File: src/rtl/keypad_encoder.sv
// keypad_encoder: scans a 5x4 keypad, debounces press/release and emits one-cycle key strobes.
// Optional auto-repeat of a held key (REPEAT state) is compiled in with `define KEY_REPEAT_EN.
`timescale 1ns/1ps
module keypad_encoder #(
  parameter int unsigned SCAN_DIV     = 1000,
  parameter int unsigned DEBOUNCE_CNT = 50000,
  parameter int unsigned REPEAT_DELAY = 25000000,
  parameter int unsigned REPEAT_RATE  = 5000000
) (
  input  logic       clock,
  input  logic       reset,
  output logic [4:0] row_drive,
  input  logic [3:0] col_sense,
  output logic       dig_in,
  output logic       op_in,
  output logic       sub_in,
  output logic       ex_in,
  output logic       bksp_in,
  output logic       reset_in,
  output logic       MS_in,
  output logic       MR_in,
  output logic       MC_in,
  output logic [3:0] digit,
  output logic [1:0] op_code,
  output logic [4:0] key_code
);

  localparam int unsigned NUM_ROWS = 5;
  localparam int unsigned MAX_A    = (SCAN_DIV > DEBOUNCE_CNT) ? SCAN_DIV : DEBOUNCE_CNT;
  localparam int unsigned MAX_B    = (REPEAT_DELAY > REPEAT_RATE) ? REPEAT_DELAY : REPEAT_RATE;
  localparam int unsigned CNT_MAX  = (MAX_A > MAX_B) ? MAX_A : MAX_B;
  localparam int unsigned CW       = $clog2(CNT_MAX + 1);

  localparam int unsigned NUM_ST  = 9;
  localparam int unsigned ST_DIG  = 8;
  localparam int unsigned ST_OP   = 7;
  localparam int unsigned ST_SUB  = 6;
  localparam int unsigned ST_EX   = 5;
  localparam int unsigned ST_BKSP = 4;
  localparam int unsigned ST_CLR  = 3;
  localparam int unsigned ST_MS   = 2;
  localparam int unsigned ST_MR   = 1;
  localparam int unsigned ST_MC   = 0;

  typedef enum logic [2:0] {
    SCAN,
    DEB_PRESS,
    EMIT,
    HOLD,
    DEB_REL
`ifdef KEY_REPEAT_EN
    , REPEAT
`endif
  } state_t;

  state_t              state;
  logic [3:0]          col_meta;
  logic [3:0]          col_sync;
  logic [2:0]          row;
  logic [1:0]          col;
  logic [CW-1:0]       div_cnt;
  logic [CW-1:0]       deb_cnt;
  logic [NUM_ST-1:0]   strobe_q;

  logic                any_low_c;
  logic                all_high_c;
  logic [1:0]          low_col_c;
  logic [2:0]          next_row_c;
  logic [4:0]          key_idx_c;
  logic [NUM_ST-1:0]   decode_c;
  logic [3:0]          digit_c;
  logic [1:0]          op_c;

`ifdef KEY_REPEAT_EN
  localparam logic [4:0] KEY_C = 5'd16;
  logic [CW-1:0] rep_cnt;
  logic          rep_first;
  logic [CW-1:0] rep_target_c;
  assign rep_target_c = rep_first ? CW'(REPEAT_DELAY - 1) : CW'(REPEAT_RATE - 1);
`endif

  function automatic logic [4:0] row_sel(input logic [2:0] r);
    row_sel = ~(5'b00001 << r);
  endfunction

  assign all_high_c = &col_sync;
  assign any_low_c  = ~all_high_c;
  assign next_row_c = (row == 3'(NUM_ROWS - 1)) ? 3'd0 : row + 3'd1;
  assign key_idx_c  = {row, col};

  // Lowest-index low column wins when several keys in the row are down.
  always_comb begin
    low_col_c = 2'd0;
    for (int i = 3; i >= 0; i--) begin
      if (!col_sync[i]) low_col_c = 2'(i);
    end
  end

  always_comb begin
    decode_c = '0;
    digit_c  = '0;
    op_c     = '0;
    case (key_idx_c)
      5'd0:  begin decode_c[ST_DIG] = 1'b1; digit_c = 4'd1; end
      5'd1:  begin decode_c[ST_DIG] = 1'b1; digit_c = 4'd2; end
      5'd2:  begin decode_c[ST_DIG] = 1'b1; digit_c = 4'd3; end
      5'd3:  begin decode_c[ST_OP]  = 1'b1; op_c    = 2'd0; end
      5'd4:  begin decode_c[ST_DIG] = 1'b1; digit_c = 4'd4; end
      5'd5:  begin decode_c[ST_DIG] = 1'b1; digit_c = 4'd5; end
      5'd6:  begin decode_c[ST_DIG] = 1'b1; digit_c = 4'd6; end
      5'd7:  begin decode_c[ST_OP]  = 1'b1; decode_c[ST_SUB] = 1'b1; op_c = 2'd1; end
      5'd8:  begin decode_c[ST_DIG] = 1'b1; digit_c = 4'd7; end
      5'd9:  begin decode_c[ST_DIG] = 1'b1; digit_c = 4'd8; end
      5'd10: begin decode_c[ST_DIG] = 1'b1; digit_c = 4'd9; end
      5'd11: begin decode_c[ST_OP]  = 1'b1; op_c    = 2'd2; end
      5'd12: decode_c[ST_MR] = 1'b1;
      5'd13: begin decode_c[ST_DIG] = 1'b1; digit_c = 4'd0; end
      5'd14: decode_c[ST_EX] = 1'b1;
      5'd15: begin decode_c[ST_OP]  = 1'b1; op_c    = 2'd3; end
      5'd16: decode_c[ST_CLR]  = 1'b1;
      5'd17: decode_c[ST_BKSP] = 1'b1;
      5'd18: decode_c[ST_MS]   = 1'b1;
      5'd19: decode_c[ST_MC]   = 1'b1;
      default: ;
    endcase
  end

  // Synchronizer resets to the released (all-high) level so reset never looks like a press.
  always_ff @(posedge clock or posedge reset) begin
    if (reset) begin
      col_meta  <= '1;
      col_sync  <= '1;
      state     <= SCAN;
      row       <= '0;
      col       <= '0;
      row_drive <= 5'b11110;
      div_cnt   <= '0;
      deb_cnt   <= '0;
      strobe_q  <= '0;
      digit     <= '0;
      op_code   <= '0;
      key_code  <= '0;
`ifdef KEY_REPEAT_EN
      rep_cnt   <= '0;
      rep_first <= 1'b0;
`endif
    end else begin
      col_meta <= col_sense;
      col_sync <= col_meta;
      strobe_q <= '0;
      case (state)
        SCAN: begin
          if (div_cnt == CW'(SCAN_DIV - 1)) begin
            div_cnt <= '0;
            if (any_low_c) begin
              col     <= low_col_c;
              deb_cnt <= '0;
              state   <= DEB_PRESS;
            end else begin
              row       <= next_row_c;
              row_drive <= row_sel(next_row_c);
            end
          end else begin
            div_cnt <= div_cnt + 1'b1;
          end
        end
        DEB_PRESS: begin
          if (col_sync[col]) begin
            state     <= SCAN;
            div_cnt   <= '0;
            row       <= next_row_c;
            row_drive <= row_sel(next_row_c);
          end else if (deb_cnt == CW'(DEBOUNCE_CNT)) begin
            state    <= EMIT;
            strobe_q <= decode_c;
            key_code <= key_idx_c;
            if (decode_c[ST_DIG]) digit   <= digit_c;
            if (decode_c[ST_OP])  op_code <= op_c;
          end else begin
            deb_cnt <= deb_cnt + 1'b1;
          end
        end
        EMIT: begin
          state <= HOLD;
`ifdef KEY_REPEAT_EN
          rep_cnt   <= CW'(1);
          rep_first <= 1'b1;
`endif
        end
        HOLD: begin
          if (all_high_c) begin
            state   <= DEB_REL;
            deb_cnt <= '0;
`ifdef KEY_REPEAT_EN
          end else if (key_idx_c != KEY_C && rep_cnt == rep_target_c) begin
            state    <= REPEAT;
            strobe_q <= decode_c;
          end else if (rep_cnt != '1) begin
            rep_cnt <= rep_cnt + 1'b1;
`endif
          end
        end
        DEB_REL: begin
          if (any_low_c) begin
            state <= HOLD;
          end else if (deb_cnt == CW'(DEBOUNCE_CNT)) begin
            state     <= SCAN;
            div_cnt   <= '0;
            row       <= next_row_c;
            row_drive <= row_sel(next_row_c);
          end else begin
            deb_cnt <= deb_cnt + 1'b1;
          end
        end
`ifdef KEY_REPEAT_EN
        REPEAT: begin
          state     <= HOLD;
          rep_cnt   <= CW'(1);
          rep_first <= 1'b0;
        end
`endif
        default: state <= SCAN;
      endcase
    end
  end

  assign dig_in   = strobe_q[ST_DIG];
  assign op_in    = strobe_q[ST_OP];
  assign sub_in   = strobe_q[ST_SUB];
  assign ex_in    = strobe_q[ST_EX];
  assign bksp_in  = strobe_q[ST_BKSP];
  assign reset_in = strobe_q[ST_CLR];
  assign MS_in    = strobe_q[ST_MS];
  assign MR_in    = strobe_q[ST_MR];
  assign MC_in    = strobe_q[ST_MC];

endmodule

File: config.mk
export PLATFORM = sky130hd
export DESIGN_NAME = keypad_encoder
export DESIGN_NICKNAME = d
export VERILOG_FILES = /design/src/rtl/keypad_encoder.sv
export SDC_FILE = /design/constraint.sdc
export NUM_CORES = 1
export LEC_CHECK = 0
export ABC_AREA = 0
export CAP_MARGIN = 20
export CORE_AREA = 2 2 148 150
export DETAILED_ROUTE_END_ITERATION = 12
export DIE_AREA = 0 0 150 152
export GPL_ROUTABILITY_DRIVEN = 1
export PLACE_DENSITY = 0.45
export SETUP_SLACK_MARGIN = 0.5
export SLEW_MARGIN = 20
export SYNTH_ARGS = -nofsm -noshare
export SYNTH_HDL_FRONTEND = slang
export SYNTH_SLANG_ARGS = --single-unit
File: constraint.sdc
create_clock -name clock -period 9.5 [get_ports clock]
set_clock_uncertainty 0.2 [all_clocks]
set_input_delay 0.95 -clock clock [delete_from_list [all_inputs] [get_ports clock]]
set_output_delay 0.95 -clock clock [all_outputs]
set_load 0.05 [all_outputs]
==> impl_results.md, run 1 <==
- ANT cells: 0
- Crit. End Element: register
- Dpl hpwl: roughly 8.3 mm
- Fill cell count: around 2300
- Primary FF master, synth: dfrtp_1
- Synth unique cells: 55
- Routability cong.: 0.807
- Post-CTS resize count: 0
- Largest net degree at the start of global routing: 49
- Peak VDD IR: roughly 0.000060 V
- Post-synth EDFFs: 0
- Wirelength per Cell: 14.6 microns
- Share of cells above drive strength 1: 0.104
- Startpoint types: register
- Post-synth top area share: 0.412
- Fin. Hold Viols: 0
- DRT Wirelength: 12.2 mm
- Detail Route Antenna Nets: 0
- I/O Buffers: 30
- Vias/cell: 4.90
- Hold endpoint: col_sync[0]$_DFF_PP1_
- Worst-path fanout max: 16
- CTS root buf: clkbuf_16
- Hold slack: 0.159 ns
- RSZ-0062 raised after global routing: no
- CP max stage delay: around 0.65 ns
- CP top delay family: simple AND/OR/NAND/NOR gates
- Hold path start: col_meta[0]$_DFF_PP1_
- Actual slew at the worst max-slew pin: 1.06 ns
- Highest-count cells in the layout ignoring fill and taps: dfrtp_1, nand2_1, o21ai_0, nor2_1, nand3_1
- Setup TNS Final: 0 ns
- Worst skew pair latency: 0.34 ns
- WP buf/inv: 0
- Sequential share of the synthesized area: 0.478
- Fin. max-slew vios: 0
- First-pass GRT wire length: 20.8 mm
- Synth area leader: dfrtp_1
- Mean Syn Cell Area: 9.07 sq um
- Top cells by area, synth: dfrtp_1, dfstp_2, o21ai_0, nand2_1, a31oi_1
- Critical path's slowest cell: dfrtp_1
- Starting density of the core: 0.225
- Critical Path RT: 9.52 ns
- Clk pin slew, worst setup/hold paths: 0.07 ns
- Clock buffer count from CTS: 9
- Max-slew headroom: 0.291
- Drt drc: 0
- Post-Syn Nets: 542
- Tmin final: 3.41 ns
- Post-Synthesis Cells: about 530
- Fin nets: 564
- Synth async-reset ratio: 1.00
- GRT met1 Usage: 0.153
- Highest clock rate: 293 MHz
- R2R cell count: 6
- Gr ovfl total: 0
- Leakage: 2.27 nW
- Crit path cell chain: mux4_2 > or3b_1 > or4_4 > or3_4 > a21oi_4 > mux2_1
- Drt pass-1 iters: 5
- Met2 Track Usage GR: 0.175
- Max Cap Viol: 0
- Period utilization: 0.359
- I/O pins: 31
- Final setup fails: 0
- CP arrival: 3.43 ns
- YS warnings: 0
- DRT iter0 DRCs: approximately 310
- R2R setup slack: 6.09 ns
- Setup Buffers After CTS: 0
- FF-to-FF Start: col[1]$_DFFE_PP0P_
- GRT met3 Usage: 0.0195
- Grt peak-use layer: met2
- Htree depth: 3
- Crit path kind: reg2reg
- Maximum root-to-sink buffer count: 2
- Initial antenna violation count: 0
- Reg-to-reg endpoint: op_code[0]$_DFFE_PP0P_
- Outcome: complete, no violations
- Core ar.: 21400 sq um
- Die Area: between 20000 and 25000 sq um
- Mapped Area: 4800 sq um
- Vias: 4098
- CTS tree: built
- Commonest non-fill, non-tap cell in the layout: dfrtp_1
- Die span in x: 150 microns
- Die height: about 150 microns
- Row cnt: 54
- FF+latch count, synth: 91
- Hold depth: 0
- Number of global-route vias before repair: between 3000 and 4000
- GR Util All Layers: 0.112
- PD cells: 140 nW/um^2
- Area growth from synthesis to layout: 19.1%
- Hold_buf cts: 0
- Worst Hold Class: reg2reg
- Clock Sinks: 91
[area by class of cell]
| class | count | area, sq um | share of cell area |
|---|---|---|---|
| Clock buffer | 9 | 225 | 0.0394 |
| Clock inverter | 7 | 100 | 0.0175 |
| Inverter | 17 | 65.1 | 0.0114 |
| Multi-Input combinational cell | 396 | 2340 | 0.409 |
| Sequential cell | 91 | 2290 | 0.401 |
| Tap cell | 280 | 350 | 0.0613 |
| Timing Repair Buffer | 36 | 345 | 0.0604 |
[kinds of logic (layout without fill, tap and decap cells)]
family                   count (synthesis)  after routing  share of synthesized area
buffers and inverters                   42             69                     0.0352
multiplexers                            20             20                     0.0483
AO/OA/AOI/OAI                          141            141                      0.179
XOR/XNOR                                 4              4                    0.00730
AND/OR/NAND/NOR                        224            224                      0.234
adder cells (fa/ha/maj)                  7              7                     0.0183
flip-flops                              91             91                      0.478
[worst reg2reg max path, delay by kind of cell, from the launching register on]
family,cells,cell delay [ns]
and+or+nand+nor,3,1.36
AOI/OAI and AO/OA,1,0.13
DFF,1,0.65
muxes,2,0.95
[metal layers]
metal	vias to the layer above	share of wire
met5	-	0
met4	0	0.0056
met3	2	0.038
met2	85	0.48
met1	2020	0.48
li1	1991	-
[per-stage QoR]
stage | instances | utilization | total power [mW] | cell area [sq um] | worst slack (ns)
finish | 836 | 0.268 | 0.800 | 5710 | 6.09
global route | 836 | 0.268 | 0.835 | 5710 | 5.93
CTS | 836 | 0.268 | 0.816 | 5710 | 6.10
detailed placement | 820 | 0.252 | 0.412 | 5390 | 6.12
global placement | 820 | 0.252 | 0.412 | 5390 | 6.15
floorplan | 529 | - | 0.405 | 4800 | 6.01
[worst max-delay path by stage]
stage,endpoint,start,cells after the start
3_3_place_gp,op_code[0]$_DFFE_PP0P_,col[1]$_DFFE_PP0P_,6
4_1_cts,op_code[0]$_DFFE_PP0P_,col[1]$_DFFE_PP0P_,6
2_1_floorplan,col[0]$_DFFE_PP0P_,reset,1
6_report,op_code[0]$_DFFE_PP0P_,col[1]$_DFFE_PP0P_,6
3_5_place_dp,op_code[0]$_DFFE_PP0P_,col[1]$_DFFE_PP0P_,6
5_1_grt,op_code[0]$_DFFE_PP0P_,col[1]$_DFFE_PP0P_,6
[Yosys cell counts, types with 3 or more instances]
library cell  instances
inv_1                17
and3_1               12
mux2i_1               4
or4_1                 6
nor4b_1               5
a21oi_1              23
ha_1                  7
nand2_1              57
nor3_1               20
clkbuf_1             21
or3_1                 5
o21ai_0              53
a31oi_1              31
mux2_2               14
a21o_1                5
o31ai_1               3
nand2b_1              4
or2_2                 3
xor2_1                3
nor2_1               47
nand4_1              10
dfstp_2              12
nand3_1              32
and2_1                4
dfrtp_1              79
buf_2                 3
a41oi_1               5
o22ai_1               3
nor4_1                9
[sequential cells by signal, indices dropped and copies added (netlist names)]
signal,cells
row_drive,5
div_cnt,25
digit,4
op_code,2
row,3
col_meta,4
col,2
state,3
col_sync,4
strobe_q,9
key_code,5
deb_cnt,25
[power by group]
group	switching, mW	internal [mW]
combinational	0.00891	0.00272
clock	0.163	0.233
sequential	0.00153	0.390
total	0.173	0.626
Note: power is estimated with default switching activity, not from simulation.
==> run 2: changes to the inputs <==
clock period = 3.5 ns   (was 9.5 ns; I/O delays follow)
==> run 2 against run 1 <==
  * Core utilization rose by 0.92 points
  * Hold slack better by 0.0057 ns
  * Die area did not move
  * Critical path depth unchanged
  * Critical path type unchanged
==> impl_results.md, run 2 (synthesis gave the netlist of run 1 again) <==
- Htree depth: 3
- PD cells: 352 nW/um^2
- CTS tree: built
- Hold path start: col_meta[0]$_DFF_PP1_
- Wirelength per Cell: ~15 microns
- R2R cell count: 6
- Outcome: complete, no violations
- Worst skew pair latency: 0.36 ns
- ANT cells: 0
- RSZ-0062 raised after global routing: yes
- Worst Hold Class: reg2reg
- Worst-path fanout max: 3
- Highest clock rate: 336 MHz
- Tot Pwr: 2.08 mW
- Dpl hpwl: just under 9 mm
- WP buf/inv: 0
- First-pass GRT wire length: approximately 21 mm
- Tmin final: 2.98 ns
- Actual slew at the worst max-slew pin: about 0.95 ns
- Fin. Hold Viols: 0
- Routability cong.: around 0.75
- Row cnt: 54
- Top Registers: deb_cnt x25, div_cnt x25, strobe_q x9
- CP arrival: between 3 and 4 ns
- Initial antenna violation count: 0
- Pint: 1.57 mW
- Hold depth: 0
- Pre-CTS setup slack: 0.347 ns
- GR Util All Layers: 0.116
- CP max stage delay: 0.53 ns
- Core ar.: 21400 sq um
- I/O Buffers: 30
- GRT met1 Usage: 0.161
- Startpoint types: register
- Clock buffer count from CTS: 9
- Detail Route Antenna Nets: 0
- Most used cell along the critical path: or3_4
- Crit. End Element: register
- Drt drc: 0
- Psw: 0.506 mW
- Clock Sinks: 91
- Clk pin slew, worst setup/hold paths: 0.07 ns
- Crit path cell chain: or4_1 > or3_4 > or4_4 > or3_4 > a21oi_4 > mux2_4
- Combinational Power Share: 0.016
- Sw frac: 0.244
- Area growth from synthesis to layout: 23.2%
- CP top delay family: simple AND/OR/NAND/NOR gates
- Critical path's slowest cell: or4_4
- Largest net degree at the start of global routing: 38
- Fill cell count: 2285
- Setup TNS Final: 0 ns
- Hold endpoint: col_sync[0]$_DFF_PP1_
- Period utilization: 0.851
- Commonest non-fill, non-tap cell in the layout: dfrtp_1
- Fin nets: 589
- Die span in x: roughly 150 microns
- Reg-to-reg endpoint: op_code[0]$_DFFE_PP0P_
- Maximum root-to-sink buffer count: 2
- Peak VDD IR: around 0.00016 V
- FF-to-FF Start: deb_cnt[19]$_DFFE_PP0P_
- DRT iter0 DRCs: 274
- Vias: 4252
- DRT Wirelength: 12.8 mm
- Starting density of the core: 0.225
- Max-slew headroom: 0.359
- CTS root buf: clkbuf_16
- Die Area: 22800 sq um
- Inst Count DP: slightly above 800
- Hold_buf cts: 0
- Crit path kind: reg2reg
- Critical Path RT: 3.55 ns
- Fin. max-slew vios: 0
- Gr ovfl total: 0
- Number of global-route vias before repair: 4057
- R2R setup slack: 0.52 ns
- Met2 Track Usage GR: 0.177
- Final Non-Filler Cells: 861
- Vias/cell: 4.94
- Final setup fails: 0
- Max Cap Viol: 0
- Worst setup margin: 0.523 ns
- Clock power share: 0.472
- I/O pins: 31
- Drt pass-1 iters: 4
- Die height: 152 microns
- Grt peak-use layer: met2
- Leakage: 2.38 nW
- Reg power frac: 0.512
- GRT met3 Usage: 0.0177
- Highest-count cells in the layout ignoring fill and taps: dfrtp_1, nand2_1, o21ai_0, nor2_1, nand3_1
- Share of cells above drive strength 1: 0.160
## run 2: stage by stage
step | area (sq um) | hold WS (ns) | util
global placement | 5460 | 0.159 | 0.256
finish | 5910 | 0.165 | 0.277
floorplan | 4800 | 0.145 | -
global route | 5910 | 0.169 | 0.277
detailed placement | 5460 | 0.149 | 0.256
CTS | 5790 | 0.168 | 0.271
## run 2: area by class of cell
type / count / area, sq um / area share
flip-flops and latches: 91 / 2290 / 0.388
clock inverters: 7 / 68.8 / 0.0116
multi-input cells: 396 / 2370 / 0.401
clock buffers: 9 / 225 / 0.0381
inverters: 17 / 65.1 / 0.0110
well taps: 280 / 350 / 0.0593
repair buffers: 61 / 534 / 0.0904
## run 2: how the worst max path moves through the flow
stage | from | to | slack (ns) | depth (start not counted)
2_1_floorplan | deb_cnt[19]$_DFFE_PP0P_ | op_code[0]$_DFFE_PP0P_ | 0.54 | 7
3_3_place_gp | deb_cnt[22]$_DFFE_PP0P_ | op_code[0]$_DFFE_PP0P_ | 0.39 | 6
3_5_place_dp | deb_cnt[22]$_DFFE_PP0P_ | op_code[0]$_DFFE_PP0P_ | 0.35 | 6
4_1_cts | col[1]$_DFFE_PP0P_ | op_code[0]$_DFFE_PP0P_ | 0.46 | 6
5_1_grt | deb_cnt[19]$_DFFE_PP0P_ | op_code[0]$_DFFE_PP0P_ | 0.47 | 6
6_report | deb_cnt[19]$_DFFE_PP0P_ | op_code[0]$_DFFE_PP0P_ | 0.52 | 6
## run 2: what timing repair did
item,4_1_cts,5_1_grt
pin swaps,2,5
gates resized for setup,4,9
buffers inserted,3,12
endpoints found under the setup margin,24,44
gates cloned,0,1
## run 2: metal layers
metal / share of wire / vias up
met5: 0 / -
met2: 0.46 / 89
met1: 0.48 / 2086
met3: 0.031 / 22
li1: - / 2055
met4: 0.026 / 0
## run 2: worst reg2reg max path, delay by kind of cell (launching register included)
family / cells / cell delay (ns)
AO/OA/AOI/OAI: 1 / 0.14
flip-flops: 1 / 0.42
multiplexers: 1 / 0.31
AND/OR/NAND/NOR: 4 / 1.80
## run 2: power groups by stage
stage | sequential [mW] | combinational (mW) | clock (mW)
finish | 1.06 | 0.0341 | 0.980
detailed placement | 1.08 | 0.0355 | 0
global route | 1.06 | 0.0403 | 1.06
floorplan | 1.08 | 0.0187 | 0
CTS | 1.06 | 0.0366 | 1.01
global placement | 1.08 | 0.0349 | 0
